--- src/rtl/pc_sequencer_pkg.sv ---
// rtl/pc_sequencer_pkg.sv - shared types and constants for the program counter sequencer
package pc_sequencer_pkg;

    typedef enum logic [1:0] {
        ST_RUN  = 2'd0,
        ST_HALT = 2'd1,
        ST_TRAP = 2'd2
    } pc_state_t;

    localparam logic [31:0] PC_RESET_DEFAULT = 32'h0000_0000;
    localparam logic [31:0] PC_INCR          = 32'd4;
    localparam logic [31:0] JALR_LSB_MASK    = 32'hFFFF_FFFE;

endpackage

--- src/rtl/pc_sequencer_sat_counter.sv ---
// rtl/pc_sequencer_sat_counter.sv - saturating event counter with synchronous clear
module sat_counter #(
    parameter int CNT_W = 16
) (
    input  logic             i_clk,
    input  logic             i_clear,
    input  logic             i_en,
    output logic [CNT_W-1:0] o_count
);

    logic [CNT_W-1:0] r_count;
    logic             w_full;

    assign w_full  = &r_count;
    assign o_count = r_count;

    always_ff @(posedge i_clk) begin
        if (i_clear) begin
            r_count <= '0;
        end else if (i_en && !w_full) begin
            r_count <= r_count + {{(CNT_W-1){1'b0}}, 1'b1};
        end
    end

endmodule

--- src/rtl/pc_sequencer.sv ---
// rtl/pc_sequencer.sv - program counter sequencing with EX redirect, stall, halt and misaligned trap
module pc_sequencer
    import pc_sequencer_pkg::*;
#(
    parameter logic [31:0] RESET_VECTOR = PC_RESET_DEFAULT,
    parameter int          CNT_W        = 16
) (
    input  logic             clk,
    input  logic             rst_n,
    input  logic             stall,
    input  logic             branch_ex,
    input  logic             branch_taken,
    input  logic             jalr_ex,
    input  logic [31:0]      pc_ex,
    input  logic [31:0]      imm_ex,
    input  logic [31:0]      rs1_ex,
    input  logic             halt_req,
    input  logic             resume,
    output logic [31:0]      pc_if,
    output logic [31:0]      pc_plus4,
    output logic             fetch_valid,
    output logic             redirect,
    output logic             flush_ifid,
    output logic             flush_idex,
    output logic             halted,
    output logic             misaligned_trap,
    output logic [31:0]      trap_pc,
    output logic [CNT_W-1:0] redirect_cnt,
    output logic [CNT_W-1:0] branch_cnt
);

    pc_state_t   r_state;
    pc_state_t   w_state_next;
    logic [31:0] r_pc;
    logic [31:0] w_pc_next;
    logic [31:0] r_trap_pc;
    logic [31:0] w_target;
    logic        w_misaligned;
    logic        w_run;
    logic        w_take;
    logic        w_redirect;

    assign w_run        = rst_n && (r_state == ST_RUN);
    assign w_target     = jalr_ex ? ((rs1_ex + imm_ex) & JALR_LSB_MASK) : (pc_ex + imm_ex);
    assign w_misaligned = w_target[1];
    assign w_take       = w_run && branch_taken;
    assign w_redirect   = w_take && !w_misaligned;

    // A taken branch squashes the two younger instructions whether it redirects or traps.
    assign redirect        = w_redirect;
    assign flush_ifid      = w_take;
    assign flush_idex      = w_take;
    assign fetch_valid     = w_run;
    assign halted          = (r_state == ST_HALT);
    assign misaligned_trap = (r_state == ST_TRAP);
    assign pc_if           = r_pc;
    assign pc_plus4        = r_pc + PC_INCR;
    assign trap_pc         = r_trap_pc;

    always_comb begin
        w_state_next = r_state;
        w_pc_next    = r_pc;
        case (r_state)
            ST_RUN: begin
                if (w_take) begin
                    if (w_misaligned) begin
                        w_state_next = ST_TRAP;
                    end else begin
                        w_pc_next = w_target;
                    end
                end else if (stall) begin
                    w_pc_next = r_pc;
                end else if (halt_req) begin
                    w_state_next = ST_HALT;
                end else begin
                    w_pc_next = r_pc + PC_INCR;
                end
            end
            ST_HALT: begin
                if (resume) begin
                    w_state_next = ST_RUN;
                end
            end
            ST_TRAP: begin
                w_state_next = ST_TRAP;
            end
            default: begin
                w_state_next = ST_RUN;
            end
        endcase
    end

    always_ff @(posedge clk) begin
        if (!rst_n) begin
            r_state   <= ST_RUN;
            r_pc      <= RESET_VECTOR;
            r_trap_pc <= 32'h0;
        end else begin
            r_state <= w_state_next;
            r_pc    <= w_pc_next;
            if (w_take && w_misaligned) begin
                r_trap_pc <= pc_ex;
            end
        end
    end

    sat_counter #(
        .CNT_W (CNT_W)
    ) u_redirect_cnt (
        .i_clk   (clk),
        .i_clear (!rst_n),
        .i_en    (w_redirect),
        .o_count (redirect_cnt)
    );

    sat_counter #(
        .CNT_W (CNT_W)
    ) u_branch_cnt (
        .i_clk   (clk),
        .i_clear (!rst_n),
        .i_en    (w_run && branch_ex),
        .o_count (branch_cnt)
    );

endmodule

--- config.mk ---
export PLATFORM = sky130hd
export DESIGN_NAME = pc_sequencer
export DESIGN_NICKNAME = d
export VERILOG_FILES = /design/src/rtl/pc_sequencer_pkg.sv /design/src/rtl/pc_sequencer_sat_counter.sv /design/src/rtl/pc_sequencer.sv
export SDC_FILE = /design/constraint.sdc
export NUM_CORES = 1
export LEC_CHECK = 0
export ABC_AREA = 1
export CAP_MARGIN = 20
export CORE_MARGIN = 5
export CORE_UTILIZATION = 40
export DETAILED_ROUTE_END_ITERATION = 8
export GPL_ROUTABILITY_DRIVEN = 1
export PLACE_DENSITY = 0.7
export SLEW_MARGIN = 0
export SYNTH_ARGS = -nofsm -noshare
export SYNTH_HDL_FRONTEND = slang
export SYNTH_SLANG_ARGS = --single-unit
--- constraint.sdc ---
create_clock -name clk -period 2.1 [get_ports clk]
set_clock_uncertainty 0.1 [all_clocks]
set_input_delay 0.21 -clock clk [delete_from_list [all_inputs] [get_ports clk]]
set_output_delay 0.21 -clock clk [all_outputs]
set_load 0.01 [all_outputs]
---- Word-level counts from Yosys, hierarchy flattened ----
Index checks and enable logic that the tools add are counted.
word-level totals
  register bits ........................... 98
  input bits .............................. 104
  word-level logic and storage cells ...... 45
operators by class
  add/subtract/negate cells ............... 5
  equality and inequality tests ........... 9
  mux-type cells .......................... 11
  reductions and logical operators ........ 15
operator list
  operator                                               number
  2-to-1 mux 32 bit                                      5
  adder 32 bit                                           2
  adder 16 x 1 -> 16 bit, second input constant          2
  adder 32 x 3 -> 32 bit, second input constant          1
  AND reduction 16 bit                                   2
  2-to-1 mux 2 bit                                       5
  inequality test 3 bit, second input constant           3
  AND reduction 4 bit                                    2
  logical AND 1 bit                                      7
  one-hot mux 2 bit (3 select lines)                     1
  inequality test 2 x 1 -> 1 bit, second input constant  2
  inequality test 2 bit, second input constant           2
  logical NOT 1 bit                                      3
  == test 2 x 1 -> 1 bit, second input constant          1
  == test 2 bit, second input constant                   1
  logical NOT 2 bit                                      1

---- Depth between registers and ports, before layout ----
  depth after elaboration ................. 5
  gate-level depth with buffers ........... 17
  mapped depth without buffers ............ 17

---- By module ----
From an unflattened synthesis, not the netlist that was laid out.
second synthesis, totals
  cell total of the unflattened synthesis .. 1,898
  area, all modules ....................... 10,450.0 µm²
modules (own cells, without submodules)
  module        instances  cells each  area an instance (µm²)  sequential area each (µm²)
  pc_sequencer  1          1,606       8,493.1                 1,301.2
  sat_counter   2          146         978.4                   320.3

---- Worst setup path before layout ----
No wires, ideal clock.
  path kind ............................... input to register
  from .................................... input port pc_ex[0]
  to ...................................... register r_pc[28] (netlist: pc_if[28])
  library setup time ...................... 132 ps
  arrival ................................. 1,928 ps
  path slack .............................. -60 ps
  cell stages on the path ................. 12
  buffers on the path ..................... 1
  cell sequence ........................... ha_1 -> inv_1 -> fa_1 -> mux2i_2 -> nor2_8 -> a31oi_4 -> inv_2 -> buf_6 -> nand2_1 -> inv_2 -> nand2_1 -> a21oi_2
between the ends
  longest elaborated chain between the ends .. 4
ends and longest elaborated chain
  element                                                                      line                 source
  from (decl)                                                                  pc_sequencer.sv:14   input logic [31:0] pc_ex,
  adder 32 bit *                                                               pc_sequencer.sv:44   assign w_target = jalr_ex ? ((rs1_ex + imm_ex) & JALR_LSB_MASK) : (pc_ex + imm_ex);
  2-to-1 mux 32 bit *                                                          pc_sequencer.sv:44
  inequality test 2 bit (no source line) or 2-to-1 mux 32 bit (tied branches)  --
  AND reduction 4 bit (no source line) or 2-to-1 mux 32 bit (tied branches)    --
  to (signal assigned)                                                         pc_sequencer.sv:100  r_pc <= w_pc_next;
  to (decl)                                                                    pc_sequencer.sv:34   logic [31:0] r_pc;
Mark *: on every way between the ends. The rest lies on a longest branch, timed or not. The select of a mux whose other input is x is not followed.
A chain may end at the register's enable or synchronous reset.

---- Final worst setup path ----
  from .................................... register r_pc[2] (netlist: pc_if[2])
  to ...................................... output port pc_plus4[22]
between the ends
  longest elaborated chain between the ends .. 1
ends and longest elaborated chain
  element                 line                source
  adder 32 x 3 -> 32 bit  pc_sequencer.sv:57  assign pc_plus4 = r_pc + PC_INCR;
  to (decl)               pc_sequencer.sv:20  output logic [31:0] pc_plus4,
Every way passes these cells.

==> flow_summary.html <==
<table>
<tr><th>Metric</th><th>Value</th></tr>
<tr><th colspan="2">Power and ir drop</th></tr>
<tr><td>Total power per unit cell area</td><td>approximately 480 nW/um^2</td></tr>
<tr><td>Lkg Pwr</td><td>around 8.0 nW</td></tr>
<tr><td>Combinational power share</td><td>roughly 50%</td></tr>
<tr><td>Cell-internal power</td><td>between 4 and 5 mW</td></tr>
<tr><td>Maximum resistive drop on vdd</td><td>about 0.00035 V</td></tr>
<tr><td>Fraction of power consumed by the clock network</td><td>between 20% and 30%</td></tr>
<tr><td>Switching pwr</td><td>3.08 mW</td></tr>
<tr><td>Sequential fraction of design power</td><td>between 20% and 30%</td></tr>
<tr><td>Switching power share of the total</td><td>39.2%</td></tr>
<tr><td>Total Power Consumption</td><td>7.87 mW</td></tr>
<tr><th colspan="2">Worst setup path</th></tr>
<tr><td>WP buf/inv</td><td>4</td></tr>
<tr><td>Required @ worst endpoint</td><td>1.79 ns</td></tr>
<tr><td>Endpoint kind of the worst setup timing path</td><td>output pin</td></tr>
<tr><td>Critical Path Source</td><td>pc_if[2]$_SDFFE_PN0P_</td></tr>
<tr><td>Number of cell instances on the worst register-to-register path</td><td>20</td></tr>
<tr><td>Slowest cell delay on critical path</td><td>0.37 ns</td></tr>
<tr><td>Reg2Reg Launch Point</td><td>pc_if[2]$_SDFFE_PN0P_</td></tr>
<tr><td>R2R setup slack</td><td>-0.15 ns</td></tr>
<tr><td>CP Max Fanout</td><td>4</td></tr>
<tr><td>Worst setup path class</td><td>reg -&gt; out</td></tr>
<tr><td>Arr. time, crit path</td><td>2.03 ns</td></tr>
<tr><td>RR Endpoint</td><td>pc_if[28]$_SDFFE_PN0P_</td></tr>
<tr><td>CP delay by family, top</td><td>simple AND/OR/NAND/NOR gates</td></tr>
<tr><td>Crit-path cells</td><td>ha_4 -&gt; nand2_2 -&gt; inv_2 -&gt; buf_6 -&gt; nand3_4 -&gt; nor2_4 -&gt; nand2_2 -&gt; nor2_4 -&gt; nand2_4 -&gt; buf_4 -&gt; xnor2_2 -&gt; buf_2</td></tr>
<tr><td>Kind of launch point of the worst setup path</td><td>register</td></tr>
<tr><td>CP max stage cell</td><td>dfxtp_4</td></tr>
<tr><th colspan="2">Die</th></tr>
<tr><td>Die Y</td><td>~170 um</td></tr>
<tr><td>Core region area</td><td>23500 um^2</td></tr>
<tr><td>Initial core utilization</td><td>between 40% and 50%</td></tr>
<tr><td>Total I/O pin count</td><td>approximately 240</td></tr>
<tr><td>Die area</td><td>27200 um^2</td></tr>
<tr><td>Row count</td><td>56</td></tr>
<tr><td>Die extent in x</td><td>165 um</td></tr>
<tr><th colspan="2">Timing</th></tr>
<tr><td>Slew margin rel.</td><td>between 50% and 60%</td></tr>
<tr><td>Final hold violation count</td><td>0</td></tr>
<tr><td>Smallest setup slack after layout</td><td>-0.238 ns</td></tr>
<tr><td>Final count of negative-setup-slack endpoints</td><td>21</td></tr>
<tr><td>Transition time at the pin with the least slew margin</td><td>roughly 0.68 ns</td></tr>
<tr><td>Final critical-path share of the clock period</td><td>111%</td></tr>
<tr><td>Time the final worst path needs with I/O delays and setup</td><td>roughly 2.3 ns</td></tr>
<tr><td>Max Fclk</td><td>approximately 430 MHz</td></tr>
<tr><td>Unrepaired setup endpoints after global routing</td><td>yes</td></tr>
<tr><td>Final number of max-transition violations</td><td>0</td></tr>
<tr><td>Summed negative setup slack over all endpoints</td><td>-2.25 ns</td></tr>
<tr><th colspan="2">Routing</th></tr>
<tr><td>Mean routed wirelength per cell</td><td>about 16 um</td></tr>
<tr><td>Vias per std cell</td><td>between 5 and 6</td></tr>
<tr><td>DRT Pass-1 Iters</td><td>5</td></tr>
<tr><td>Initial drt markers</td><td>982</td></tr>
<tr><td>DRC violations left</td><td>0</td></tr>
<tr><td>Aggregate routed wire length</td><td>around 40 mm</td></tr>
<tr><td>Via Count</td><td>~13k</td></tr>
<tr><td>Final ANT Viol Nets</td><td>0</td></tr>
<tr><th colspan="2">Layout</th></tr>
<tr><td>Area of all placed cells without fillers</td><td>between 15000 and 20000 um^2</td></tr>
<tr><td>Fill count</td><td>around 2.0k</td></tr>
<tr><td>Commonest non-fill, non-tap cells in the layout</td><td>457 x nand2_1, 281 x buf_4, 211 x inv_1</td></tr>
<tr><td>Ratio of cells with drive above 1 in the final layout</td><td>approximately 29%</td></tr>
<tr><td>Number of nets in the layout</td><td>approximately 2.3k</td></tr>
<tr><td>Layout overhead on the synthesized area</td><td>71.1%</td></tr>
<tr><td>Fin cells</td><td>2496</td></tr>
<tr><td>Most frequent standard cell in the layout excluding fill and tap cells</td><td>nand2_1</td></tr>
<tr><th colspan="2">Clock tree</th></tr>
<tr><td>Clk root buf</td><td>clkbuf_16</td></tr>
<tr><td>Number of clock buffers inserted by TritonCTS</td><td>9</td></tr>
<tr><td>Number of buffers on the longest clock path</td><td>2</td></tr>
<tr><td>Clock latency at the later pin of the worst-skew pair</td><td>~0.37 ns</td></tr>
<tr><td>H-tree lvl count</td><td>3</td></tr>
<tr><td>Clock tree from TritonCTS</td><td>done</td></tr>
<tr><td>Sink count of the clock tree</td><td>between 90 and 100</td></tr>
<tr><td>Clock input transition at the sequential cells of the worst setup and hold paths</td><td>roughly 0.09 ns</td></tr>
<tr><th colspan="2">Yosys</th></tr>
<tr><td>Count of different cell masters after synthesis</td><td>between 50 and 60</td></tr>
<tr><td>Synth async-reset ratio</td><td>0%</td></tr>
<tr><td>Adder and majority gate portion of the synthesized area</td><td>under 10%</td></tr>
<tr><td>Dominant combinational cell family by area after synthesis</td><td>simple AND/OR/NAND/NOR gates</td></tr>
<tr><td>Post-synth EDFFs</td><td>0</td></tr>
<tr><td>Largest area contributor in the synthesized netlist</td><td>dfxtp_1</td></tr>
<tr><td>Synth Register Bits</td><td>a little under 100</td></tr>
<tr><td>Total standard cell area after synthesis</td><td>9620 um^2</td></tr>
<tr><td>Mean cell area of the mapped netlist</td><td>slightly below 6 um^2</td></tr>
<tr><td>Number of warnings reported in the yosys synthesis log</td><td>0</td></tr>
<tr><td>Sequential area share after synthesis</td><td>20.2%</td></tr>
<tr><td>Simple-gate area share of the yosys netlist</td><td>40.9%</td></tr>
<tr><td>Main flop type after synthesis</td><td>dfxtp_1</td></tr>
<tr><td>Fraction of the mapped netlist area in compound gates</td><td>between 10% and 20%</td></tr>
<tr><td>Synthesized netlist cell count</td><td>1661</td></tr>
<tr><td>Largest cells by area after synthesis</td><td>dfxtp_1 20%, nand2_1 20%, inv_1 8.5%, ha_1 8.3%, nor2_1 7.2%</td></tr>
<tr><td>Xor/xnor share of the synthesized area</td><td>under 10%</td></tr>
<tr><td>Share of synthesized area spent on multiplexers</td><td>less than 1%</td></tr>
<tr><td>Yosys top cell area share</td><td>20.2%</td></tr>
<tr><th colspan="2">Place</th></tr>
<tr><td>Area after detailed placement</td><td>around 14000 um^2</td></tr>
<tr><td>Weighted congestion at the end of routability-driven global placement</td><td>~0.95</td></tr>
<tr><td>Port buffer count</td><td>between 200 and 250</td></tr>
<tr><td>Cell Count Post-Placement</td><td>approximately 2.4k</td></tr>
<tr><td>Worst slack after detailed placement</td><td>-0.675 ns</td></tr>
<tr><td>Half-perimeter wire length after detailed placement</td><td>~30 mm</td></tr>
<tr><th colspan="2">Min path</th></tr>
<tr><td>Hold Crit Endpoint</td><td>trap_pc[0]$_SDFFE_PN0P_</td></tr>
<tr><td>Depth of the worst hold-timing path</td><td>3</td></tr>
<tr><td>Class of the tightest hold or removal check</td><td>in -&gt; reg</td></tr>
<tr><td>Min-delay src</td><td>pc_ex[0]</td></tr>
<tr><th colspan="2">Global route</th></tr>
<tr><td>Via count of the first global-routing pass</td><td>between 10k and 15k</td></tr>
<tr><td>Total routing usage reported by global routing</td><td>between 20 and 30%</td></tr>
<tr><td>Total overflow reported by the global router</td><td>0</td></tr>
<tr><td>Wire length of the first global-routing pass</td><td>60.6 mm</td></tr>
<tr><td>Maximum number of pins on one net before global-route repair</td><td>between 60 and 70</td></tr>
<tr><td>Antenna violations before repair</td><td>1</td></tr>
<tr><th colspan="2">Run status</th></tr>
<tr><td>Run status</td><td>complete, but fails checks</td></tr>
<tr><td>Failing checks</td><td>negative setup slack</td></tr>
<tr><th colspan="2">Job</th></tr>
<tr><td>Maxcap violations</td><td>0</td></tr>
</table>
cell usage after synthesis (all sizes together) (4+ instances only):
master / number
clkbuf: 21
o21a: 6
o21ai: 110
nor4: 11
a21oi: 129
nor2: 195
nand3b: 14
nand4: 21
xnor2: 14
and2: 4
ha: 64
nand2: 511
inv: 238
or2: 7
dfxtp: 97
o21bai: 14
buf: 18
xor2: 20
nor3: 24
a31oi: 9
nand3: 116
nor3b: 5
registers in the layout, summed over array words and instances (netlist names):
register / flops
r_state: 2
trap_pc: 32
u_branch_cnt.o_count: 16
u_redirect_cnt.o_count: 16
pc_if: 31
worst max-delay path by stage:
stage | to | slack [ns] | cells past startpoint
global route | pc_plus4[22] | -0.32 | 12
floorplan | pc_if[28]$_SDFFE_PN0P_ | 0.004 | 12
detailed placement | pc_if[30]$_SDFFE_PN0P_ | -0.67 | 18
CTS | pc_plus4[28] | -0.30 | 14
global placement | pc_if[30]$_SDFFE_PN0P_ | -0.63 | 18
finish | pc_plus4[22] | -0.24 | 12
per-stage QoR:
stage,hold WS (ns),utilization (%)
finish,0.0496,69.9
global route,0.0763,69.9
CTS,0.0375,65.9
detailed placement,0.376,60.5
global placement,0.363,60.5
floorplan,0.274,-
worst reg2reg max path, delay by kind of cell, from the launching register on:
family | cells | cell delay [ns]
flip-flops | 1 | 0.37
buffers and inverters | 6 | 0.49
AO/OA/AOI/OAI | 1 | 0.05
AND/OR/NAND/NOR | 12 | 0.96
adder cells (fa/ha/maj) | 1 | 0.14
kinds of logic (layout without fill, tap and decap cells):
kind of cell | after synthesis | count (layout)
XOR/XNOR | 34 | 34
other | 1 | 3
buffers and inverters | 278 | 792
multiplexers | 1 | 1
AO/OA/AOI/OAI | 275 | 275
flip-flops | 97 | 97
adder cells (fa/ha/maj) | 66 | 66
AND/OR/NAND/NOR | 909 | 909
layer usage:
| metal | routed length (um) | up-vias | part of all wire (%) | track usage [%] |
|---|---|---|---|---|
| met5 | 0 | - | 0 | 0 |
| met4 | 1400 | 0 | 3.5 | 9.15 |
| met3 | 2390 | 89 | 6.0 | 3.87 |
| met2 | 19600 | 448 | 49 | 49.6 |
| met1 | 16500 | 5788 | 41 | 34.3 |
| li1 | - | 6360 | - | - |
power by group through the flow:
stage,combinational [mW],clock (mW),sequential (mW)
after CTS,3.67,1.85,2.08
after detailed placement,3.33,0,2.11
after global routing,4.28,1.92,2.11
after floorplan,1.56,0,2.17
final,3.96,1.81,2.09
after global placement,3.30,0,2.11
cell type report:
cell class	instances	area, um^2	area share, %
Tap cell	319	399	2.43
Antenna cell	1	2.50	0.0152
Timing Repair Buffer	537	4820	29.3
Clock buffer	9	225	1.37
Sequential cell	97	1980	12.0
Multi-Input combinational cell	1287	8040	48.8
Clock inverter	7	81.3	0.494
Inverter	239	910	5.53
what timing repair did:
| item | in CTS | in global routing |
|---|---|---|
| hold buffers | 0 | 0 |
| hold endpoints to repair | 0 | 0 |
| gates cloned | 5 | 0 |
| setup buffers | 22 | 12 |
| pin swaps | 38 | 60 |
| setup endpoints to repair | 104 | 57 |
| resized for setup | 279 | 203 |
Note: power is estimated with default switching activity, not from simulation.
